`config.mk`:
```
export PLATFORM = sky130hd
export DESIGN_NAME = terminal_writer
export DESIGN_NICKNAME = d
export VERILOG_FILES = /design/src/rtl/terminal_pkg.sv /design/src/rtl/terminal_writer.sv
export SDC_FILE = /design/constraint.sdc
export NUM_CORES = 1
export LEC_CHECK = 0
export ABC_AREA = 1
export ABC_CLOCK_PERIOD_IN_PS = 5530
export CORE_MARGIN = 4
export CORE_UTILIZATION = 40
export DETAILED_ROUTE_END_ITERATION = 8
export SLEW_MARGIN = 0
export SYNTH_ARGS = -nofsm -noshare
export SYNTH_HDL_FRONTEND = slang
export SYNTH_SLANG_ARGS = --single-unit
```
`constraint.sdc`:
```
create_clock -name pixel_clk_in -period 5.53 [get_ports pixel_clk_in]
set_input_delay 1.106 -clock pixel_clk_in [delete_from_list [all_inputs] [get_ports pixel_clk_in]]
set_output_delay 1.106 -clock pixel_clk_in [all_outputs]
set_load 0.02 [all_outputs]
```
`src/rtl/terminal_pkg.sv`:
```
// Shared terminal grid geometry, control-code constants and the writer state type.
package terminal_pkg;

  localparam int DEF_SCREEN_WIDTH  = 76;
  localparam int DEF_SCREEN_HEIGHT = 44;

  localparam logic [7:0] CH_BS = 8'h08;
  localparam logic [7:0] CH_LF = 8'h0A;
  localparam logic [7:0] CH_FF = 8'h0C;
  localparam logic [7:0] CH_CR = 8'h0D;

  typedef enum logic [1:0] {
    IDLE,
    WRITE,
    CLEAR_LINE,
    CLEAR_ALL
  } writer_state_t;

endpackage

```
`src/rtl/terminal_writer.sv`:
```
// Converts an ASCII character stream into single-cell writes on the terminal grid BRAM,
// tracking the cursor and sequencing line and full-screen clears.
module terminal_writer
  import terminal_pkg::*;
#(
  parameter int         SCREEN_WIDTH  = DEF_SCREEN_WIDTH,
  parameter int         SCREEN_HEIGHT = DEF_SCREEN_HEIGHT,
  parameter logic [7:0] GLYPH_OFFSET  = 8'h20,
  parameter logic [7:0] BLANK         = 8'h00,
  localparam int        CELLS         = SCREEN_WIDTH * SCREEN_HEIGHT,
  localparam int        AW            = $clog2(CELLS),
  localparam int        XW            = $clog2(SCREEN_WIDTH),
  localparam int        YW            = $clog2(SCREEN_HEIGHT)
) (
  input  logic          pixel_clk_in,
  input  logic          rst_in,
  input  logic          char_valid_in,
  input  logic [7:0]    char_in,
  output logic          char_ready_out,
  output logic          tg_write_en,
  output logic [AW-1:0] tg_addr,
  output logic [7:0]    tg_input,
  output logic [XW-1:0] cursor_x_out,
  output logic [YW-1:0] cursor_y_out,
  output logic          busy_out
);

  // Counter is wide enough to hold CELLS itself so the end-of-clear compare never wraps.
  localparam int             CW     = $clog2(CELLS + 1);
  localparam logic [XW-1:0]  X_LAST = XW'(SCREEN_WIDTH - 1);
  localparam logic [YW-1:0]  Y_LAST = YW'(SCREEN_HEIGHT - 1);

  writer_state_t state, state_n;
  logic [XW-1:0] cursor_x, x_n;
  logic [YW-1:0] cursor_y, y_n;
  logic [CW-1:0] cnt, cnt_n;
  logic          wrap, wrap_n;
  logic          wr_en_n;
  logic [AW-1:0] addr_n;
  logic [7:0]    data_n;
  logic          printable;

  function automatic logic [YW-1:0] next_row(input logic [YW-1:0] y);
    return (y == Y_LAST) ? '0 : y + YW'(1);
  endfunction

  function automatic logic [AW-1:0] row_base(input logic [YW-1:0] y);
    return AW'(y) * AW'(SCREEN_WIDTH);
  endfunction

  function automatic logic [AW-1:0] cell_addr(input logic [XW-1:0] x, input logic [YW-1:0] y);
    return row_base(y) + AW'(x);
  endfunction

  assign printable = (char_in >= 8'h20) && (char_in <= 8'h7E);

  always_comb begin
    state_n = state;
    x_n     = cursor_x;
    y_n     = cursor_y;
    cnt_n   = cnt;
    wrap_n  = wrap;
    wr_en_n = 1'b0;
    addr_n  = tg_addr;
    data_n  = tg_input;
    unique case (state)
      IDLE: begin
        if (char_valid_in) begin
          if (printable) begin
            wr_en_n = 1'b1;
            addr_n  = cell_addr(cursor_x, cursor_y);
            data_n  = char_in - GLYPH_OFFSET;
            state_n = WRITE;
            if (cursor_x == X_LAST) begin
              x_n    = '0;
              y_n    = next_row(cursor_y);
              wrap_n = 1'b1;
            end else begin
              x_n    = cursor_x + XW'(1);
              wrap_n = 1'b0;
            end
          end else begin
            unique case (char_in)
              CH_LF: begin
                x_n     = '0;
                y_n     = next_row(cursor_y);
                wr_en_n = 1'b1;
                addr_n  = row_base(next_row(cursor_y));
                data_n  = BLANK;
                cnt_n   = CW'(1);
                state_n = CLEAR_LINE;
              end
              CH_CR: x_n = '0;
              CH_BS: begin
                // Backspace at the home cell is silently ignored.
                if (cursor_x != '0 || cursor_y != '0) begin
                  if (cursor_x != '0) begin
                    x_n = cursor_x - XW'(1);
                  end else begin
                    x_n = X_LAST;
                    y_n = cursor_y - YW'(1);
                  end
                  wr_en_n = 1'b1;
                  addr_n  = cell_addr(x_n, y_n);
                  data_n  = BLANK;
                  wrap_n  = 1'b0;
                  state_n = WRITE;
                end
              end
              CH_FF: begin
                x_n     = '0;
                y_n     = '0;
                wr_en_n = 1'b1;
                addr_n  = '0;
                data_n  = BLANK;
                cnt_n   = CW'(1);
                state_n = CLEAR_ALL;
              end
              default: ;
            endcase
          end
        end
      end
      WRITE: begin
        if (wrap) begin
          wr_en_n = 1'b1;
          addr_n  = row_base(cursor_y);
          data_n  = BLANK;
          cnt_n   = CW'(1);
          state_n = CLEAR_LINE;
        end else begin
          state_n = IDLE;
        end
      end
      CLEAR_LINE: begin
        if (cnt < CW'(SCREEN_WIDTH)) begin
          wr_en_n = 1'b1;
          addr_n  = row_base(cursor_y) + AW'(cnt);
          data_n  = BLANK;
          cnt_n   = cnt + CW'(1);
        end else begin
          state_n = IDLE;
        end
      end
      CLEAR_ALL: begin
        if (cnt < CW'(CELLS)) begin
          wr_en_n = 1'b1;
          addr_n  = AW'(cnt);
          data_n  = BLANK;
          cnt_n   = cnt + CW'(1);
        end else begin
          state_n = IDLE;
        end
      end
      default: state_n = IDLE;
    endcase
  end

  always_ff @(posedge pixel_clk_in or posedge rst_in) begin
    if (rst_in) begin
      state       <= IDLE;
      cursor_x    <= '0;
      cursor_y    <= '0;
      cnt         <= '0;
      wrap        <= 1'b0;
      tg_write_en <= 1'b0;
      tg_addr     <= '0;
      tg_input    <= '0;
    end else begin
      state       <= state_n;
      cursor_x    <= x_n;
      cursor_y    <= y_n;
      cnt         <= cnt_n;
      wrap        <= wrap_n;
      tg_write_en <= wr_en_n;
      tg_addr     <= addr_n;
      tg_input    <= data_n;
    end
  end

  assign char_ready_out = (state == IDLE) && !rst_in;
  assign busy_out       = (state == CLEAR_LINE) || (state == CLEAR_ALL);
  assign cursor_x_out   = cursor_x;
  assign cursor_y_out   = cursor_y;

endmodule

```
==> Word level (Yosys, flattened, before mapping) <==
Cells that the tools add are included.
{ "totals": {"elab_cells": 131, "output_inout_bits": 36, "register_bits": 49, "inputBits": 11} }
{ "classes": {"reduce_logical": 21, "mux": 64, "mul": 3, "eq_ne": 22, "addsub": 9, "order_cmp": 4} }
{ "op_table": {"columns": ["op", "n"], "rows": [
  ["12-bit 2-to-1 mux", 12],
  ["12-bit case mux with 4 select lines", 2],
  ["7-bit 2-to-1 mux", 9],
  ["6-bit 2-to-1 mux", 10],
  ["8-bit 2-to-1 mux", 6],
  ["12-bit case mux with 3 select lines", 1],
  ["8-bit by 4-bit equality test with 1-bit output, second input constant", 4],
  ["8-bit case mux with 4 select lines", 1],
  ["6-bit by 5-bit multiplier with 10-bit output, second input constant", 3],
  ["12-bit by 7-bit adder with 12-bit output", 2],
  ["6-bit case mux with 3 select lines", 1],
  ["6-bit AND reduction", 3],
  ["2-bit != test, second input constant", 8],
  ["8-bit case mux with 2 select lines", 1],
  ["7-bit case mux with 2 select lines", 1],
  ["12-bit by 1-bit adder with 12-bit output, second input constant", 1],
  ["12-bit adder", 1],
  ["12-bit less-than comparator, second input constant", 1],
  ["12-bit by 7-bit less-than comparator with 1-bit output, second input constant", 1],
  ["2-bit 2-to-1 mux", 6],
  ["1-bit 2-to-1 mux", 10],
  ["5-bit AND reduction", 2],
  ["8-bit by 6-bit greater-or-equal comparator with 1-bit output, second input constant", 1],
  ["8-bit by 7-bit <= comparator with 1-bit output, second input constant", 1],
  ["30 further kinds", 35]
]} }

==> Logic depth before layout (Yosys ltp) <==
Gate-level depths: netlist of the first run.
{ "logic_depth": {"ltp_word": 14, "ltp_mapped": 31, "ltp_nobuf": 31} }

==> Worst setup path before layout of the first run <==
OpenSTA, ideal clock, no wires.
{ "synth_path": {"path_kind": "reg-to-reg", "from": "reg cursor_x[0], in the netlist cursor_x_out[0]", "to": "reg tg_addr[7]", "path_stages_with_launch": 26, "setup_ps": 124, "path_slack_ps": 1473, "n_path_buf": 0, "required_time_ps": 5406, "synth_period_minus_slack_ps": 4057, "t_arrival_ps": 3933, "cell_sequence": "dfrtp_1 -> inv_1 -> ha_1 -> inv_1 -> nor2_1 -> nand2_1 -> nor2_4 -> inv_2 -> nor2_2 -> xor2_1 -> inv_1 -> ha_1 -> ha_1 -> inv_1 -> fa_1 -> xnor2_1 -> ha_1 -> nand2_1 -> inv_1 -> nand2_1 -> nand3_1 -> or2_2 -> nand3_1 -> a21oi_1 -> o211ai_1 -> nand2_1"} }
{ "synth_via": {"elab_chain_len": 14, "elab_cells_between_ends": 25, "cone_classes": "add/sub: 3; mul: 1; eq/ne: 1; mux: 17; reduce/logical: 3"} }
{ "synth_rtl": {"columns": ["item", "line_no", "source"], "rows": [
  ["from (decl)", "terminal_writer.sv:34", "logic [XW-1:0] cursor_x, x_n;"],
  ["from (signal assigned)", "terminal_writer.sv:171", "cursor_x <= x_n;"],
  ["7-bit nonzero test", "terminal_writer.sv:96, terminal_writer.sv:97", null],
  ["6-bit 2-to-1 mux", "terminal_writer.sv:97", "if (cursor_x != '0) begin"],
  ["6-bit 2-to-1 mux", "terminal_writer.sv:96", "if (cursor_x != '0 || cursor_y != '0) begin"],
  ["6-bit 2-to-1 mux", "terminal_writer.sv:83", "unique case (char_in)"],
  ["6-bit 2-to-1 mux", "terminal_writer.sv:69", "if (printable) begin"],
  ["6-bit 2-to-1 mux", "terminal_writer.sv:68", "if (char_valid_in) begin"],
  ["6-bit 2-to-1 mux", "terminal_writer.sv:66", "unique case (state)"],
  ["6-bit by 5-bit multiplier with 10-bit output", "terminal_writer.sv:48", "return AW'(y) * AW'(SCREEN_WIDTH);"],
  ["12-bit by 7-bit adder with 12-bit output", "terminal_writer.sv:52", "return row_base(y) + AW'(x);"],
  ["12-bit 2-to-1 mux", "terminal_writer.sv:96", null],
  ["12-bit case mux with 3 select lines", "terminal_writer.sv:83", null],
  ["12-bit 2-to-1 mux", "terminal_writer.sv:69", null],
  ["12-bit 2-to-1 mux", "terminal_writer.sv:68", null],
  ["12-bit case mux with 4 select lines", "terminal_writer.sv:66", null],
  ["to (signal assigned)", "terminal_writer.sv:176", "tg_addr <= addr_n;"],
  ["to (decl)", "terminal_writer.sv:21", "output logic [AW-1:0] tg_addr,"]
]} }
Several ways; a longest one is shown, not always the timed one. The select of a mux whose other input is x is not followed.
A chain may end at the register's enable or synchronous reset.

==> Worst setup path after layout of the first run <==
{ "layout_path": {"from": "reg cursor_y[0], in the netlist cursor_y_out[0]", "to": "reg tg_addr[7]"} }
{ "layout_via": {"elab_chain_len": 14, "elab_cells_between_ends": 27, "cone_classes": "add/sub: 5; mul: 3; eq/ne: 2; mux: 14; reduce/logical: 3"} }
{ "layout_rtl": {"columns": ["item", "line_no", "source"], "rows": [
  ["from (decl)", "terminal_writer.sv:35", "logic [YW-1:0] cursor_y, y_n;"],
  ["from (signal assigned)", "terminal_writer.sv:172", "cursor_y <= y_n;"],
  ["6-bit by 1-bit subtractor with 6-bit output", "terminal_writer.sv:101", "y_n = cursor_y - YW'(1);"],
  ["6-bit 2-to-1 mux", "terminal_writer.sv:97", null],
  ["6-bit 2-to-1 mux", "terminal_writer.sv:96", null],
  ["6-bit 2-to-1 mux", "terminal_writer.sv:83", null],
  ["6-bit 2-to-1 mux", "terminal_writer.sv:69", null],
  ["6-bit 2-to-1 mux", "terminal_writer.sv:68", null],
  ["6-bit 2-to-1 mux", "terminal_writer.sv:66", null],
  ["6-bit by 5-bit multiplier with 10-bit output", "terminal_writer.sv:48", null],
  ["12-bit by 7-bit adder with 12-bit output", "terminal_writer.sv:52", null],
  ["12-bit 2-to-1 mux", "terminal_writer.sv:96", null],
  ["12-bit case mux with 3 select lines", "terminal_writer.sv:83", null],
  ["12-bit 2-to-1 mux", "terminal_writer.sv:69", null],
  ["12-bit 2-to-1 mux", "terminal_writer.sv:68", null],
  ["12-bit case mux with 4 select lines", "terminal_writer.sv:66", null]
]} }
Several ways; a longest one is shown, not always the timed one. The select of a mux whose other input is x is not followed.

==> results by group, run 1 <==
GRT
  – Gr ovfl total: 0
  – GRT Total Usage: 21.8%
  – Antenna violations before repair: 0
  – Vias in the first global route: 5627
  – Pin count of the biggest net entering global routing: 40
  – First-pass GRT wire length: 29600 um

Yosys
  – Syn_area_per_cell: 6.63 um2
  – Total of warnings raised by yosys: 0
  – Netlist cell types: 48
  – Seq cells post-synth: 49
  – Cell Area, Synth: 0.00601 mm2
  – Area fraction of the dominant cell type after synthesis: 20.4%
  – Largest area contributor in the netlist: dfrtp_1
  – Register area share after synthesis: 20.4%
  – Area contributors post-synth: dfrtp_1 20%, ha_1 16%, nand2_1 15%
  – Gate Count Post-Synth: 907
  – Synthesized Nets: 1003

Clock network
  – # H-tree levels: 2
  – Post-CTS Resized: 0
  – Clock sinks: 49
  – Root buf cell: clkbuf_16
  – # Post-CTS Setup Buffers: 0
  – CTS tree: done
  – Total CTS buffers: 5
  – Clk Latency, worst-skew pair: 0.29 ns
  – Worst-path clk slew: 0.07 ns
  – Clock Path Buffers: 2
  – Hold_buf cts: 0

Place
  – Post-DP HPWL: 14300 um
  – Port-buffer cells: 46
  – Routability congestion estimate from global placement: 0.938
  – Pre-CTS setup slack: 0.931 ns

Run
  – Max cap viols: 0

Layout
  – FF/Latch Area: 0.00123 mm2
  – Fraction of layout cells with a size suffix above 1: 4.55%
  – Antenna diodes: 0
  – Multi-input logic area: 0.00414 mm2
  – Fillcell total: 1541
  – Nets: 1041
  – Area grow syn2layout: 13.2%

Worst setup path
  – Crit path DAT: 4.85 ns
  – Cell family with most CP delay: adder cells
  – Nature of the critical path startpoint: flop
  – Critical path, cell by cell: clkinv_1 -> ha_1 -> inv_1 -> nand2_1 -> o21ai_0 -> ha_1 -> ha_1 -> inv_1 -> fa_1 -> xnor2_1 -> ha_1 -> a21oi_1 -> nand3_1 -> or2_2 -> nand3_1 -> a21oi_1 -> o211ai_1 -> nand2_1
  – CP Buf/Inv Count: 3
  – Worst-path fanout max: 10
  – Crit path capture type: flop
  – Worst path max stage delay: 0.61 ns
  – Req. time, crit path: 5.71 ns
  – Critical Path Most Common Cell: ha_1
  – Setup CP Type: reg -> reg
  – Crit path max-delay cell type: dfrtp_1

Detailed routing
  – DR DRC count: 0
  – Met2 WL: 8070 um
  – Drt total wl: 18100 um
  – Wire per inst: 16.1 um
  – Top Layer Used: met4
  – Vias/cell: 5.32
  – Antenna viol nets, final: 0
  – Vias: 6011
  – Met3 routed WL: 1030 um
  – Drt pass-1 iters: 5
  – Initial drt markers: 508
  – M1 WL: 8750 um

Timing
  – Max Slew Vio Count: 0
  – Setup violators final: 0
  – Fmax: 214 MHz
  – Slew @ Worst Pin: 0.660 ns
  – TNS Setup: 0 ns
  – Max Clock Skew: 0.00377 ns
  – Fin crit share: 84.5%
  – RSZ-0062 raised after global routing: no
  – Final hold vios: 0
  – Slew HR: 56.0%
  – Fin worst setup slack: 0.859 ns
  – Min cycle time layout: 4.67 ns

Floorplan
  – Die Span Y: 131 um
  – Initial Util: 41.1%
  – Site Rows: 44
  – I/O pins: 47
  – Die area: 0.0171 mm2
  – Core Region: 0.0146 mm2
  – Die Width: 131 um

Outcome
  – Status: finished clean

Worst hold path
  – Worst hold path type: reg -> reg
[cells in the final DEF, fill, tap and decap left out, drive strengths merged, types with 2 or more instances in the layout]
| cell type | Yosys | layout |
|---|---|---|
| o211ai | 7 | 7 |
| a31oi | 4 | 4 |
| o31ai | 10 | 10 |
| nand2 | 253 | 253 |
| clkbuf | 4 | 5 |
| a22o | 3 | 3 |
| o21bai | 3 | 3 |
| inv | 143 | 144 |
| xnor2 | 5 | 5 |
| xor2 | 18 | 18 |
| bufinv | 0 | 2 |
| clkdlybuf4s50 | 0 | 46 |
| clkinv | 2 | 2 |
| dfrtp | 49 | 49 |
| a21oi | 51 | 51 |
| fa | 8 | 8 |
| o2111ai | 4 | 4 |
| nor2 | 65 | 65 |
| nand4 | 21 | 21 |
| nor3 | 17 | 17 |
| o21ai | 55 | 55 |
| o22ai | 10 | 10 |
| ha | 77 | 77 |
| a221oi | 2 | 2 |
| or2 | 4 | 4 |
| nand3 | 73 | 73 |
[routing by layer]
layer  track usage [%]  vias to the layer above
met5                 0                        -
met4              4.84                        0
met3              2.85                       21
met2              34.9                      187
met1              31.4                     2739
li1                  -                     3064
[path summary, 6_finish.rpt]
check                           startpoint              end  slack (ns)  cells past startpoint
setup / recovery           cursor_y_out[0]       tg_addr[7]        0.86                     18
hold / removal                  tg_addr[8]       tg_addr[8]        0.49                      2
setup reg to reg           cursor_y_out[0]       tg_addr[7]        0.86                     18
hold reg to reg                 tg_addr[8]       tg_addr[8]        0.49                      2
max in group asynchronous           rst_in  cursor_x_out[4]        3.64                      3
min in group asynchronous           rst_in         state[1]        1.08                      2
[sequential cells by signal, summed over array words and instances, names as in the netlist]
name and flops:
cursor_x_out 7, state 2, cnt 12, tg_write_en 1, wrap 1, cursor_y_out 6
tg_addr 12, tg_input 8
[cell families after synthesis]
| logic type | share of synthesized area, % |
|---|---|
| buffers and inverters | 10.7 |
| AO/OA/AOI/OAI | 14.5 |
| AND/OR/NAND/NOR | 32.3 |
| adder cells (fa/ha/maj) | 18.7 |
| XOR/XNOR | 3.35 |
| flip-flops | 20.4 |
[final cells by class]
cell class,instances,area share (%)
timing repair buffer,47,6.87
tap,184,3.38
clock inverter,3,1.01
inverter,145,8.03
multi-input combinational,697,60.9
clock buffer,5,1.84
sequential,49,18.0
[tightest hold or removal path, cell delays in order (launching register included)]
cell,delay (ns)
dfrtp_1,0.35
nand2_1,0.05
nand2_1,0.06
[metrics by stage]
| stage | util (%) | cells | instance area [um2] | hold slack, ns |
|---|---|---|---|---|
| floorplan | - | 907 | 6010 | 0.454 |
| global placement | 45.2 | 1122 | 6610 | 0.466 |
| detailed placement | 45.2 | 1122 | 6610 | 0.473 |
| CTS | 46.5 | 1130 | 6810 | 0.491 |
| global route | 46.5 | 1130 | 6810 | 0.506 |
| finish | 46.5 | 1130 | 6810 | 0.490 |
[cells in the mapped netlist, drive strengths merged]
| cell | number |
|---|---|
| buf | 12 |
| a22o | 3 |
| nand4 | 21 |
| or3 | 1 |
| clkinv | 2 |
| o31ai | 10 |
| o2111ai | 4 |
| xnor2 | 5 |
| fa | 8 |
| or2 | 4 |
| inv | 143 |
| o21bai | 3 |
| a21boi | 1 |
| a31oi | 4 |
| dfrtp | 49 |
| xor2 | 18 |
| o21ai | 55 |
| nand2 | 253 |
| o22ai | 10 |
| a221oi | 2 |
| nor3b | 1 |
| nand3 | 73 |
| and2 | 1 |
| ha | 77 |
| nor4 | 1 |
| a22oi | 1 |
| nor3 | 17 |
| clkbuf | 4 |
| a21oi | 51 |
| nor2 | 65 |
| o211ai | 7 |
| nand3b | 1 |
Power of run 1 is not shown: default switching activity piles up to over one toggle a cycle in this logic, so the estimate is an artifact.
==> run 2: changes to the inputs <==
ABC_CLOCK_PERIOD_IN_PS = 4000   (was 5530)
clock period = 4 ns   (was 5.53 ns; I/O delays follow)
==> run 2 against run 1 <==
Effect of this change: final cell count up 3.6%; wire length is 1.2% higher; flip-flop and latch count unchanged; die area unchanged; non-clock buffer count up 41; via count rose by 2.7%; fmax grew 21%.
==> results by group, run 2 (synthesized netlist as in run 1, its figures left out) <==
Outcome
  – Status: finished clean

Clock network
  – CTS tree: done
  – Clock Path Buffers: 2
  – Clock sinks: 49
  – Clk Latency, worst-skew pair: 0.31 ns
  – Hold_buf cts: 0
  – Total CTS buffers: 5
  – Worst-path clk slew: 0.08 ns
  – Root buf cell: clkbuf_16
  – # H-tree levels: 2

Layout
  – Nets: 1082
  – Fillcell total: 1482
  – Fraction of layout cells with a size suffix above 1: 13.3%
  – Leading cell type in the layout, fill and taps excluded: nand2_1
  – Most frequent cells in the layout: 234 x nand2_1, 126 x inv_1, 70 x ha_1, 68 x nand3_1, 51 x nor2_1
  – Biggest regs: cnt x12, tg_addr x12, tg_input x8
  – Antenna diodes: 0
  – Area grow syn2layout: 21.2%

Worst setup path
  – FF-to-FF End: tg_addr[11]
  – Crit path max-delay cell type: fa_2
  – Critical Path Most Common Cell: nand2_1
  – Req. time, crit path: 4.25 ns
  – Crit path DAT: 4.13 ns
  – Worst path max stage delay: 0.53 ns
  – Setup CP Type: reg -> reg
  – Nature of the critical path startpoint: flop
  – Flop-to-flop setup slack: 0.13 ns
  – FF-to-FF path depth: 30
  – Worst-path fanout max: 5
  – Crit path capture type: flop
  – Reg2reg start: cursor_x_out[1]

Detailed routing
  – DR DRC count: 0
  – Antenna viol nets, final: 0
  – Vias: 6171
  – Vias/cell: 5.27
  – Drt pass-1 iters: 6
  – Initial drt markers: 463
  – Wire per inst: 15.7 um
  – Drt total wl: 18400 um

Timing
  – Fin crit share: 96.8%
  – Setup violators final: 0
  – RSZ-0062 raised after global routing: yes
  – Slew @ Worst Pin: 0.621 ns
  – Slew HR: 58.3%
  – Final hold vios: 0
  – Fmax: 258 MHz
  – Max Clock Skew: 0.00793 ns
  – Max Slew Vio Count: 0
  – Min cycle time layout: 3.87 ns
  – Fin worst setup slack: 0.127 ns

GRT
  – First-pass GRT wire length: 29500 um
  – Vias in the first global route: 5779
  – Gr ovfl total: 0
  – Pin count of the biggest net entering global routing: 29
  – Met2 Track Usage GR: 34.5%
  – GRT met1 Usage: 30.7%
  – GRT Max-Usage Layer: met2
  – Met3 GRT Util: 4.11%
  – Antenna violations before repair: 0
  – GRT Total Usage: 21.8%

Floorplan
  – Initial Util: 41.1%
  – Die Span Y: 131 um
  – Die Width: 131 um
  – Die area: 0.0171 mm2
  – Core Region: 0.0146 mm2
  – Site Rows: 44
  – I/O pins: 47

Place
  – Post-DP HPWL: 14400 um
  – Routability congestion estimate from global placement: 0.904
  – Port-buffer cells: 46
  – Pre-CTS setup slack: -0.0470 ns

Run
  – Max cap viols: 0

Worst hold path
  – Hold depth: 2
  – Min-delay src: tg_input[1]
  – Worst hold path type: reg -> reg
  – Endpoint, Worst Hold: tg_input[1]
-- run 2: layer usage --
layer	vias up	share of wire [%]
met5	-	0
met4	0	2.0
met3	23	6.1
met2	184	45
met1	2808	47
li1	3156	-
-- run 2: final cells by class --
type                            count  area [um2]  area share [%]
Tap cell                          184         230            3.16
Clock buffer                        5         125            1.72
Sequential cell                    49        1230            16.8
Inverter                          145         548            7.52
Timing Repair Buffer               88         783            10.7
Multi-Input combinational cell    697        4350            59.7
Clock inverter                      3        25.0           0.343
-- run 2: stage by stage --
stage | instance area (um2) | utilization (%) | hold slack [ns] | std cells | setup TNS, ns
floorplan | 6030 | - | 0.454 | 907 | 0
detailed placement | 6850 | 46.8 | 0.470 | 1151 | -0.137
finish | 7290 | 49.8 | 0.480 | 1171 | 0
global placement | 6850 | 46.8 | 0.470 | 1151 | 0
global route | 7290 | 49.8 | 0.505 | 1171 | -0.513
CTS | 7030 | 48.0 | 0.488 | 1162 | 0
-- run 2: repair_timing --
item	CTS	global route
pin swaps	3	31
endpoints found under the setup margin	4	7
setup buffers	3	9
gates resized for setup	3	48
-- run 2: worst max-delay path by stage --
stage	from	endpoint	slack (ns)	cells after the start
after floorplan	cursor_x_out[0]	tg_addr[7]	0.03	25
after global routing	cursor_x_out[1]	tg_addr[11]	-0.17	31
final	cursor_x_out[1]	tg_addr[11]	0.13	30
after CTS	cursor_x_out[0]	tg_addr[11]	0.007	30
after detailed placement	cursor_x_out[0]	tg_addr[11]	-0.05	30
after global placement	cursor_x_out[0]	tg_addr[7]	0.04	22
-- run 2: critical path: cells and delay by family, from the launching register on --
kind | cells | cell delay [ns]
XOR/XNOR | 1 | 0.19
adder cells (fa/ha/maj) | 5 | 1.35
buffers and inverters | 6 | 0.35
flip-flops | 1 | 0.41
AND/OR/NAND/NOR | 18 | 1.52
Power of run 2 is left out for the same reason.
==> run 3: changes to the inputs <==
CORE_UTILIZATION = 55   (was 40)
PLACE_DENSITY = 0.79   (was not set)
==> run 3 against run 2 <==
Effect of this change: the run now ends with negative setup slack left; clock skew increased by 0.0018 ns; worst setup slack got worse by 0.16 ns; count of clock-buffer cells in the layout unchanged; via count increased by 3.2%; register-to-register slack got worse by 0.16 ns; wire length decreased by 2.7%; sequential share of layout area increased by 0.27 points; largest cell class unchanged.
==> results by group, run 3 (synthesized netlist as in run 1, its figures left out) <==
Timing
  – Fin worst setup slack: -0.0345 ns
  – Final hold vios: 0
  – Fin crit share: 101%
  – Max Slew Vio Count: 0
  – TNS Setup: -0.0422 ns
  – Slew HR: 29.5%
  – RSZ-0062 raised after global routing: yes
  – Fmax: 248 MHz
  – Min cycle time layout: 4.03 ns
  – Slew @ Worst Pin: 1.06 ns
  – Max Clock Skew: 0.00975 ns
  – Setup violators final: 2

Worst setup path
  – Setup CP Type: reg -> reg
  – Nature of the critical path startpoint: flop
  – Worst-path fanout max: 4
  – Flop-to-flop setup slack: -0.03 ns
  – CP endpoint: tg_addr[9]
  – Crit path from: cursor_x_out[1]
  – Req. time, crit path: 4.22 ns
  – FF-to-FF End: tg_addr[9]
  – Crit path DAT: 4.25 ns
  – Crit path capture type: flop
  – Critical Path Most Common Cell: inv_2
  – Crit path max-delay cell type: fa_2
  – Reg2reg start: cursor_x_out[1]
  – Worst path max stage delay: 0.55 ns
  – FF-to-FF path depth: 29

Layout
  – Nets: 1073
  – Most frequent cells in the layout: 236 x nand2_1, 127 x inv_1, 69 x ha_1, 67 x nand3_1, 52 x nor2_1
  – Biggest regs: cnt x12, tg_addr x12, tg_input x8
  – Area grow syn2layout: 19.3%
  – Antenna diodes: 0
  – Leading cell type in the layout, fill and taps excluded: nand2_1
  – Fraction of layout cells with a size suffix above 1: 12.4%

Floorplan
  – Die Span Y: 113 um
  – Die area: 0.0127 mm2
  – I/O pins: 47
  – Die Width: 113 um
  – Core Region: 0.0105 mm2
  – Site Rows: 37
  – Initial Util: 57.2%

Clock network
  – Clock Path Buffers: 2
  – Clock sinks: 49
  – # H-tree levels: 2
  – Root buf cell: clkbuf_8
  – Worst-path clk slew: 0.11 ns
  – Clk Latency, worst-skew pair: 0.32 ns
  – CTS tree: done
  – Total CTS buffers: 5

Place
  – Port-buffer cells: 46
  – Post-DP HPWL: 13500 um
  – Routability congestion estimate from global placement: 0.949

GRT
  – Gr ovfl total: 0
  – Vias in the first global route: 5940
  – First-pass GRT wire length: 29300 um
  – GRT Total Usage: 28.0%
  – Antenna violations before repair: 0
  – Pin count of the biggest net entering global routing: 50

Detailed routing
  – Drt total wl: 17900 um
  – Antenna viol nets, final: 0
  – Vias: 6368
  – Vias/cell: 5.72
  – Initial drt markers: 760
  – DR DRC count: 0
  – Wire per inst: 16.0 um
  – Drt pass-1 iters: 5

Outcome
  – Failing checks: negative setup slack
  – Status: finished with violations

Run
  – Max cap viols: 0

Worst hold path
  – Worst hold path type: reg -> reg
==> run 3: cell count changes in the layout (fill, tap and decap cells not counted), sizes merged <==
| cell | delta |
|---|---|
| buf | -9 |
| bufinv | +2 |
| clkinv | -1 |
| clkinvlp | -1 |
==> run 3: per-layer routing <==
metal,global-route usage [%],share of wire (%),up-vias
met4,7.13,3.0,0
met1,39.5,44,2910
met2,43.9,45,283
met3,5.44,7.7,45
met5,0,0,-
li1,-,-,3130
==> run 3: final cells by class <==
class / count / area (um2)
inverter: 145 / 548
timing repair buffer: 79 / 721
tap: 136 / 170
multi-input combinational: 697 / 4370
sequential: 49 / 1230
clock inverter: 3 / 68.8
fill: 930 / 3330
clock buffer: 5 / 68.8
==> run 3: critical path: cells and delay by family, from the launching register on <==
family,cells,cell delay (ns)
simple gates,17,1.50
fa+ha+maj,5,1.40
flops,1,0.44
buf+inv,6,0.38
xor+xnor,1,0.21
==> run 3: how the worst min path moves through the flow <==
stage | start | end | slack, ns | cells past startpoint
final | tg_addr[2] | tg_addr[2] | 0.50 | 2
after global routing | tg_addr[0] | tg_addr[0] | 0.51 | 2
after CTS | tg_addr[0] | tg_addr[0] | 0.49 | 2
after detailed placement | tg_addr[2] | tg_addr[2] | 0.47 | 2
after global placement | tg_addr[2] | tg_addr[2] | 0.46 | 2
after floorplan | wrap | wrap | 0.45 | 2
==> run 3: through the flow <==
step                hold slack, ns  setup WS [ns]  util (%)  cell area [um2]  std cells
floorplan                    0.454         0.0289         -             6030        907
global placement             0.465         0.0856      64.3             6760       1097
detailed placement           0.466        -0.0292      64.3             6760       1097
CTS                          0.492        0.00530      65.8             6920       1107
global route                 0.513         -0.196      68.3             7180       1114
finish                       0.495        -0.0345      68.3             7180       1114
==> run 3: repair_timing <==
action / CTS / global route
pin swaps: 1 / 27
gates cloned: 0 / 0
buffers inserted: 2 / 7
gates resized for setup: 3 / 43
hold buffers: 0 / 0
endpoints found under the setup margin: 4 / 6
Power of run 3 is left out for the same reason.
